<file path="config.mk">
export PLATFORM = sky130hd
export DESIGN_NAME = race_finish_controller
export DESIGN_NICKNAME = d
export VERILOG_FILES = /design/src/rtl/race_pkg.sv /design/src/rtl/finish_hold_timer.sv /design/src/rtl/race_finish_controller.sv
export SDC_FILE = /design/constraint.sdc
export NUM_CORES = 1
export LEC_CHECK = 0
export ABC_CLOCK_PERIOD_IN_PS = 1100
export CELL_PAD_IN_SITES_DETAIL_PLACEMENT = 0
export CELL_PAD_IN_SITES_GLOBAL_PLACEMENT = 1
export CORE_MARGIN = 1.5
export CORE_UTILIZATION = 18
export DETAILED_ROUTE_END_ITERATION = 10
export HOLD_SLACK_MARGIN = 0.03
export PLACE_DENSITY_LB_ADDON = 0.2
export SLEW_MARGIN = 15
export SYNTH_ARGS = -nofsm -noshare
export SYNTH_HDL_FRONTEND = slang
export SYNTH_SLANG_ARGS = --single-unit
</file>
<file path="constraint.sdc">
create_clock -name clk -period 1.1 [get_ports clk]
set_input_delay 0.11 -clock clk [delete_from_list [all_inputs] [get_ports clk]]
set_output_delay 0.11 -clock clk [all_outputs]
set_load 0.05 [all_outputs]
</file>
<file path="src/rtl/race_pkg.sv">
// Shared encodings for the LED race game-flow logic: controller states and player ids.
package race_pkg;

    typedef enum logic [1:0] {
        MENU     = 2'd0,
        RACING   = 2'd1,
        FINISHED = 2'd2
    } race_state_e;

    typedef enum logic [1:0] {
        GREEN  = 2'd0,
        RED    = 2'd1,
        BLUE   = 2'd2,
        YELLOW = 2'd3
    } player_id_e;

endpackage

</file>
<file path="src/rtl/finish_hold_timer.sv">
// Down-counter measuring time spent on the end screen; tc fires on the last hold cycle.
// Used by race_finish_controller only when FINISH_TIMEOUT_EN is defined.
module finish_hold_timer #(
    parameter int HOLD_CYCLES = 50_000_000
) (
    input  logic clk,
    input  logic rst,
    input  logic clear,
    input  logic en,
    output logic tc
);

    localparam int CNT_W = $clog2(HOLD_CYCLES + 1);

    logic [CNT_W-1:0] count;

    // Loaded with HOLD_CYCLES-1 so tc lands on the HOLD_CYCLES-th enabled cycle.
    always_ff @(posedge clk or posedge rst) begin
        if (rst) begin
            count <= '0;
        end else if (clear) begin
            count <= CNT_W'(HOLD_CYCLES - 1);
        end else if (en && (count != '0)) begin
            count <= count - 1'b1;
        end
    end

    assign tc = en && (count == '0);

endmodule

</file>
<file path="src/rtl/race_finish_controller.sv">
// Menu/race/finish lifecycle controller for the LED race; latches the first finisher.
// Optional macro FINISH_TIMEOUT_EN: automatic return to menu after HOLD_CYCLES in FINISHED.
module race_finish_controller
    import race_pkg::*;
#(
    parameter int MAX_POS     = 109,
    parameter int HOLD_CYCLES = 50_000_000
) (
    input  logic                       clk,
    input  logic                       rst,
    input  logic                       start_pulse,
    input  logic [$clog2(MAX_POS)-1:0] green_cur_pos,
    input  logic [$clog2(MAX_POS)-1:0] red_cur_pos,
    input  logic [$clog2(MAX_POS)-1:0] blue_cur_pos,
    input  logic [$clog2(MAX_POS)-1:0] yellow_cur_pos,
    output logic                       is_in_menu,
    output logic                       game_over,
    output logic [1:0]                 winner,
    output logic                       winner_valid,
    output logic                       players_reset
);

    localparam int                 POS_W      = $clog2(MAX_POS);
    localparam logic [POS_W-1:0]   FINISH_POS = POS_W'(MAX_POS - 1);

    race_state_e state, state_nxt;
    logic        armed;
    logic        hold_tc;
    logic [3:0]  finished;
    logic [1:0]  winner_nxt;
    logic        winner_valid_nxt;
    logic        players_reset_nxt;

`ifdef FINISH_TIMEOUT_EN
    finish_hold_timer #(
        .HOLD_CYCLES(HOLD_CYCLES)
    ) u_hold_timer (
        .clk  (clk),
        .rst  (rst),
        .clear(state != FINISHED),
        .en   (state == FINISHED),
        .tc   (hold_tc)
    );
`else
    // Timeout disabled: the comparison is constant false, so no counter exists.
    assign hold_tc = (HOLD_CYCLES < 0);
`endif

    assign finished = {yellow_cur_pos >= FINISH_POS,
                       blue_cur_pos   >= FINISH_POS,
                       red_cur_pos    >= FINISH_POS,
                       green_cur_pos  >= FINISH_POS};

    always_comb begin
        state_nxt         = state;
        winner_nxt        = winner;
        winner_valid_nxt  = winner_valid;
        players_reset_nxt = 1'b0;
        case (state)
            MENU: begin
                if (start_pulse) begin
                    state_nxt         = RACING;
                    players_reset_nxt = 1'b1;
                    winner_valid_nxt  = 1'b0;
                end
            end
            RACING: begin
                // Unarmed first cycle ignores stale positions from the previous race.
                if (armed && (finished != 4'b0000)) begin
                    state_nxt        = FINISHED;
                    winner_valid_nxt = 1'b1;
                    if (finished[0])      winner_nxt = GREEN;
                    else if (finished[1]) winner_nxt = RED;
                    else if (finished[2]) winner_nxt = BLUE;
                    else                  winner_nxt = YELLOW;
                end
            end
            FINISHED: begin
                if (start_pulse || hold_tc) begin
                    state_nxt = MENU;
                end
            end
            default: state_nxt = MENU;
        endcase
    end

    always_ff @(posedge clk or posedge rst) begin
        if (rst) begin
            state         <= MENU;
            armed         <= 1'b0;
            is_in_menu    <= 1'b1;
            game_over     <= 1'b0;
            winner        <= 2'd0;
            winner_valid  <= 1'b0;
            players_reset <= 1'b0;
        end else begin
            state         <= state_nxt;
            armed         <= (state == RACING);
            is_in_menu    <= (state_nxt == MENU);
            game_over     <= (state_nxt == FINISHED);
            winner        <= winner_nxt;
            winner_valid  <= winner_valid_nxt;
            players_reset <= players_reset_nxt;
        end
    end

endmodule

</file>
* After elaboration in Yosys (flattened, before gate mapping) *
Cells that the tools add are included.

word-level totals
  word-level logic and storage cells = 35
  input port bits = 31
  register bits = 9

operators by class
  multiplexer cells = 12
  equality and inequality tests = 5
  reduce and logical (&&, ||, !) cells = 7
  order comparisons = 4

operator list
  kind                                                                    count
  7-bit >= comparator (second input constant)                             4
  2-bit two-way mux                                                       5
  2-bit case mux with 3 select lines                                      1
  1-bit two-way mux                                                       5
  2-bit equality test (second input constant)                             2
  2-bit logical NOT                                                       2
  2-bit != test (second input constant)                                   2
  4-bit nonzero test                                                      1
  3-bit AND reduction                                                     1
  2-bit by 1-bit equality test with 1-bit output (second input constant)  1
  1-bit case mux with 2 select lines                                      1
  2-bit AND reduction                                                     1
  2-bit nonzero test                                                      1
  1-bit logical AND                                                       1

* Logic depth before layout (Yosys ltp) *
Gate-level depths: netlist of the first run.

  word-level depth = 6
  mapped depth = 4
  gate-level depth less buffers = 4

* Worst setup path after synthesis of the first run *
No wires, ideal clock.

  path kind = flip-flop to flip-flop
  start point = register state[1]
  end point = register winner[0]
  period minus slack after synthesis = 1.184 ns
  path slack = -0.084 ns
  arrival time = 1.059 ns
  stages on the path, launching flop included = 4
  cells stage by stage = dfrtp_1 and2b_1 o211ai_2 mux2_4

between the ends
  word-level cells in the longest chain between the ends = 2

RTL lines
  what                                            line                           RTL
  from (decl)                                     race_finish_controller.sv:26   race_state_e state, state_nxt;
  from (signal assigned)                          race_finish_controller.sv:97   state <= state_nxt;
  2-bit by 1-bit equality test with 1-bit output  race_finish_controller.sv:59   case (state)
  2-bit AND reduction (no line)                   n/a
  to (signal assigned)                            race_finish_controller.sv:101  winner <= winner_nxt;
  to (decl)                                       race_finish_controller.sv:18   output logic [1:0] winner,

Every way passes these cells.
A chain may end at the register's enable or synchronous reset.

* Worst setup path in the final report of the first run *
  start point = input red_cur_pos[6]
  end point = register winner[0]

between the ends
  word-level cells in the longest chain between the ends = 4
  elaborated cells on any way between the ends = 6

RTL lines
  what                           line                          RTL
  from (decl)                    race_finish_controller.sv:13  input logic [$clog2(MAX_POS)-1:0] red_cur_pos,
  7-bit >= comparator *          race_finish_controller.sv:51  red_cur_pos >= FINISH_POS,
  4-bit nonzero test             race_finish_controller.sv:69  if (armed && (finished != 4'b0000)) begin
  1-bit logical AND              race_finish_controller.sv:69
  2-bit AND reduction (no line)  n/a

Every way passes the cells marked *; elsewhere a longest branch is shown, timed or not.

==> results of run 1 <==
[kinds of logic after synthesis]
| kind of cell | count (synthesis) |
|---|---|
| multiplexers | 2 |
| buffers and inverters | 3 |
| AND/OR/NAND/NOR | 11 |
| AO/OA/AOI/OAI | 11 |
| XOR/XNOR | 1 |
| flip-flops | 9 |
[through the flow]
stage / total power [mW] / utilization (%) / hold slack (ns) / cells
after floorplan: 1.11 / - / -0.0628 / 37
after global placement: 1.77 / 38.5 / 0.404 / 100
after detailed placement: 1.78 / 38.5 / 0.406 / 100
after CTS: 2.04 / 40.1 / 0.125 / 105
after global routing: 2.19 / 41.5 / 0.141 / 106
final: 2.05 / 41.5 / 0.122 / 106
[worst max path at each step]
| stage | slack, ns | depth (start not counted) | end | start |
|---|---|---|---|---|
| after detailed placement | -0.38 | 5 | winner[0]$_DFFE_PP0P_ | red_cur_pos[3] |
| final | -0.02 | 5 | winner[0]$_DFFE_PP0P_ | red_cur_pos[6] |
| after global placement | -0.37 | 5 | winner[0]$_DFFE_PP0P_ | red_cur_pos[3] |
| after global routing | -0.06 | 3 | winner[0]$_DFFE_PP0P_ | state[1]$_DFF_PP0_ |
| after CTS | -0.01 | 3 | winner[0]$_DFFE_PP0P_ | state[1]$_DFF_PP0_ |
| after floorplan | -0.08 | 3 | winner[0]$_DFFE_PP0P_ | state[1]$_DFF_PP0_ |
[registers in the layout, summed over array words and instances, names as in the netlist]
register       flops
state              2
armed              1
winner_valid       1
is_in_menu         1
players_reset      1
winner             2
game_over          1
[worst max-delay path: stages]
cell	delay (ns)
sky130_fd_sc_hd__clkdlybuf4s50_1	0.41
sky130_fd_sc_hd__nand2_2	0.10
sky130_fd_sc_hd__nor2_1	0.04
sky130_fd_sc_hd__o32a_1	0.34
sky130_fd_sc_hd__mux2_4	0.26
[layout by cell type, fill, tap and decap left out, types with 2 or more instances in the layout]
cell and instances:
sky130_fd_sc_hd__dlygate4sd2_1 12, sky130_fd_sc_hd__nand2_2 2, sky130_fd_sc_hd__dlymetal6s2s_1 3, sky130_fd_sc_hd__buf_12 6, sky130_fd_sc_hd__buf_4 9, sky130_fd_sc_hd__clkdlybuf4s50_1 7
sky130_fd_sc_hd__nand2_1 5, sky130_fd_sc_hd__inv_1 3, sky130_fd_sc_hd__o21ai_0 2, sky130_fd_sc_hd__clkbuf_4 3, sky130_fd_sc_hd__nor2_1 2, sky130_fd_sc_hd__dfrtp_1 8
sky130_fd_sc_hd__a21oi_2 4
[routing by layer]
metal,up-vias,track usage (%),wire (um)
li1,210,-,-
met1,188,11.5,413
met2,8,14.3,553
met3,0,3.87,47
met4,0,6.76,0
met5,-,0,0
[area by class of cell]
type                            count  area (sq um)
Clock buffer                        4          26.3
Fill cell                         228          1270
Inverter                            3          11.3
Multi-Input combinational cell     25           200
Sequential cell                     9           226
Tap cell                           28          35.0
Timing Repair Buffer               37           400
[report_power, final]
part | internal [mW] | total (mW) | switching (mW)
combinational | 0.641 | 1.19 | 0.548
sequential | 0.492 | 0.612 | 0.120
clock | 0.140 | 0.254 | 0.114
[repair_timing]
| action | 4_1_cts | 5_1_grt |
|---|---|---|
| hold buffers | 0 | 0 |
| resized for setup | 16 | 6 |
| endpoints found under the hold margin | 0 | 0 |
| setup buffers | 1 | 1 |
| pin swaps | 9 | 5 |
| endpoints found under the setup margin | 6 | 4 |
==> run summary, run 1 <==
No sink is reached through more buffers than the 2 on the longest clock path. The post-synthesis sequential area ratio is 55.7%. By count the netlist is led by 8 x sky130_fd_sc_hd__dfrtp_1, 7 x sky130_fd_sc_hd__nand2_1, 3 x sky130_fd_sc_hd__inv_1. In this run the tightest slew margin relative to its limit is 76.9%.

The final max-slew violation count is 0. Of the total synthesized cell area, the portion taken by full adders, half adders and majority gates is 0%. The largest voltage drop on the vdd net came out at 1420 uV. The tree is rooted in a sky130_fd_sc_hd__clkbuf_4.

The number of library cell types mapped by synthesis came out at 18. The top cell type's share of synthesized area came out at 49.2%. CTS built an H-tree with a depth of 1.

The path type of the worst setup path is in2reg. The die width came out at 50.5 um. The total power per unit cell area came out at 2280 nW/um^2. The overall die height is 50.5 um. The run finished, with violations left. The pin count of the biggest net entering global routing came out at 10. The instance area after placement came out at 835 sq um.

The worst setup path is captured at a flip-flop. The synthesized design spends more area on one cell type than any other, namely sky130_fd_sc_hd__dfrtp_1. The element type at the critical path start is a primary input.

Global routing consumed, over all layers together, 9.72% of the routing resources. The via count of the first global-routing pass came out at 392. The routed layout has 406 vias. The Yosys warning count is 0. The half-perimeter wire length of the detailed placement result is 818 um. The initial DRC count came out at 5. Setup repair after global routing could not meet its margin everywhere. In this run the mean area of a mapped cell was 11.0 sq um. The number of synthesized register bits is 9. The portion of netlist area occupied by mux cells came out at 6.15%.

The endpoint identified for the worst register-to-register timing path is winner[0]$_DFFE_PP0P_. The minimum period implied by the final worst setup slack came out at 1.12 ns. Among all cell types in the netlist, the one instantiated most often is sky130_fd_sc_hd__dfrtp_1.

Synthesis produced 37 cells. Summing the areas of all compound-gate instances in the mapped netlist gives 21.2% of the synthesized area. The post-placement setup slack came out at -0.381 ns. The timing-limited maximum frequency is 894 MHz. The TritonCTS clock tree is yes. The number of cells on the worst reg-to-reg path is 3. The average vias per placed instance is 3.83. For the worst setup path, the data required time is 1.24 ns. The total area inside the core boundary comes to 2170 sq um. In this run the critical register-to-register path is launched from state[1]$_DFF_PP0_. The detailed-route wire length per cell came out at 9.58 um. By area the synthesized netlist is led by sky130_fd_sc_hd__dfrtp_1 49%, sky130_fd_sc_hd__dfstp_2 6.5%, sky130_fd_sc_hd__nand2_1 6.5%, sky130_fd_sc_hd__a21oi_2 4.3%, sky130_fd_sc_hd__mux2_4 3.7%. The floorplan has 17 rows. The tool flagged a number of max-cap violations equal to 0. The number of endpoints with negative hold slack in the final report came out at 0. The TritonCTS sink count is 9. The async set-reset flop share out of synthesis came out at 100%. In the final design database the tool counted 110 nets. The number of enable-type register cells in the synthesized netlist came out at 0.

The area of the die is 2550 sq um. The starting density of the core is 18.7%. The synthesized net count is 68. After layout, the worst path uses 102% of the clock period.

The parity-gate share of the synthesized area counting xor and xnor cells came out at 2.15%. The simple logic cell fraction of the synthesized area is 12.0%. Clock-pin slew was measured on the worst setup and hold paths at 0.06 ns. The largest family of logic cells by synthesized area is compound AO/OA/AOI/OAI gates.

The clock latency on the worst-skew pair came out at 0.26 ns. The leakage component of the power came out at 0.458 nW. The number of design rule violations left after detail routing came out at 0. The final reports fail on setup timing. The leftover overflow at the end of global routing is 0. The clock skew after layout came out at 0.00210 ns. Port buffering added 28 buffers. During I/O placement, the number of pins put on the boundary was 37. The path class of the tightest hold or removal check is in2async. For the pin with the worst max-slew slack, the measured transition is 0.345 ns. The count of nets left with antenna violations once routing finished came out at 0. The signal arrival time at the worst endpoint is 1.26 ns. The initial antenna violation count is 0. The routability-driven placement congestion ratio came out at 0.707.

The CTS buffer count came out at 3. The wire length of the first global-routing pass came out at 1.76 mm. Relative to the synthesized area, the layout overhead comes to 121%. The flip-flop cell with the highest count after synthesis is sky130_fd_sc_hd__dfrtp_1.

Adding up every negative setup slack in the final design gives -0.0182 ns. The final standard cell area without fillers is 900 sq um. The ratio of cells with drive above 1 in the final layout came out at 38.5%. The repair_antennas step left the layout with diodes totalling 0. The overall routed net length came out at 1.02 mm. The setup slack on the worst flop-to-flop path came out at -0.01 ns. The total of endpoints with negative setup slack in the final report is 1. The mapped netlist covers 407 sq um. The final worst setup slack came out at -0.0182 ns. In this run the worst path has a maximum fanout of 2.

The first detailed-routing pass took 2 iterations.
(Power assumes the default switching activity.)
==> run 2: changes to the inputs <==
- TNS_END_PERCENT: not set -> 30
==> results of run 2 <==
Final layout, timing and power as in run 1 (identical DEF).
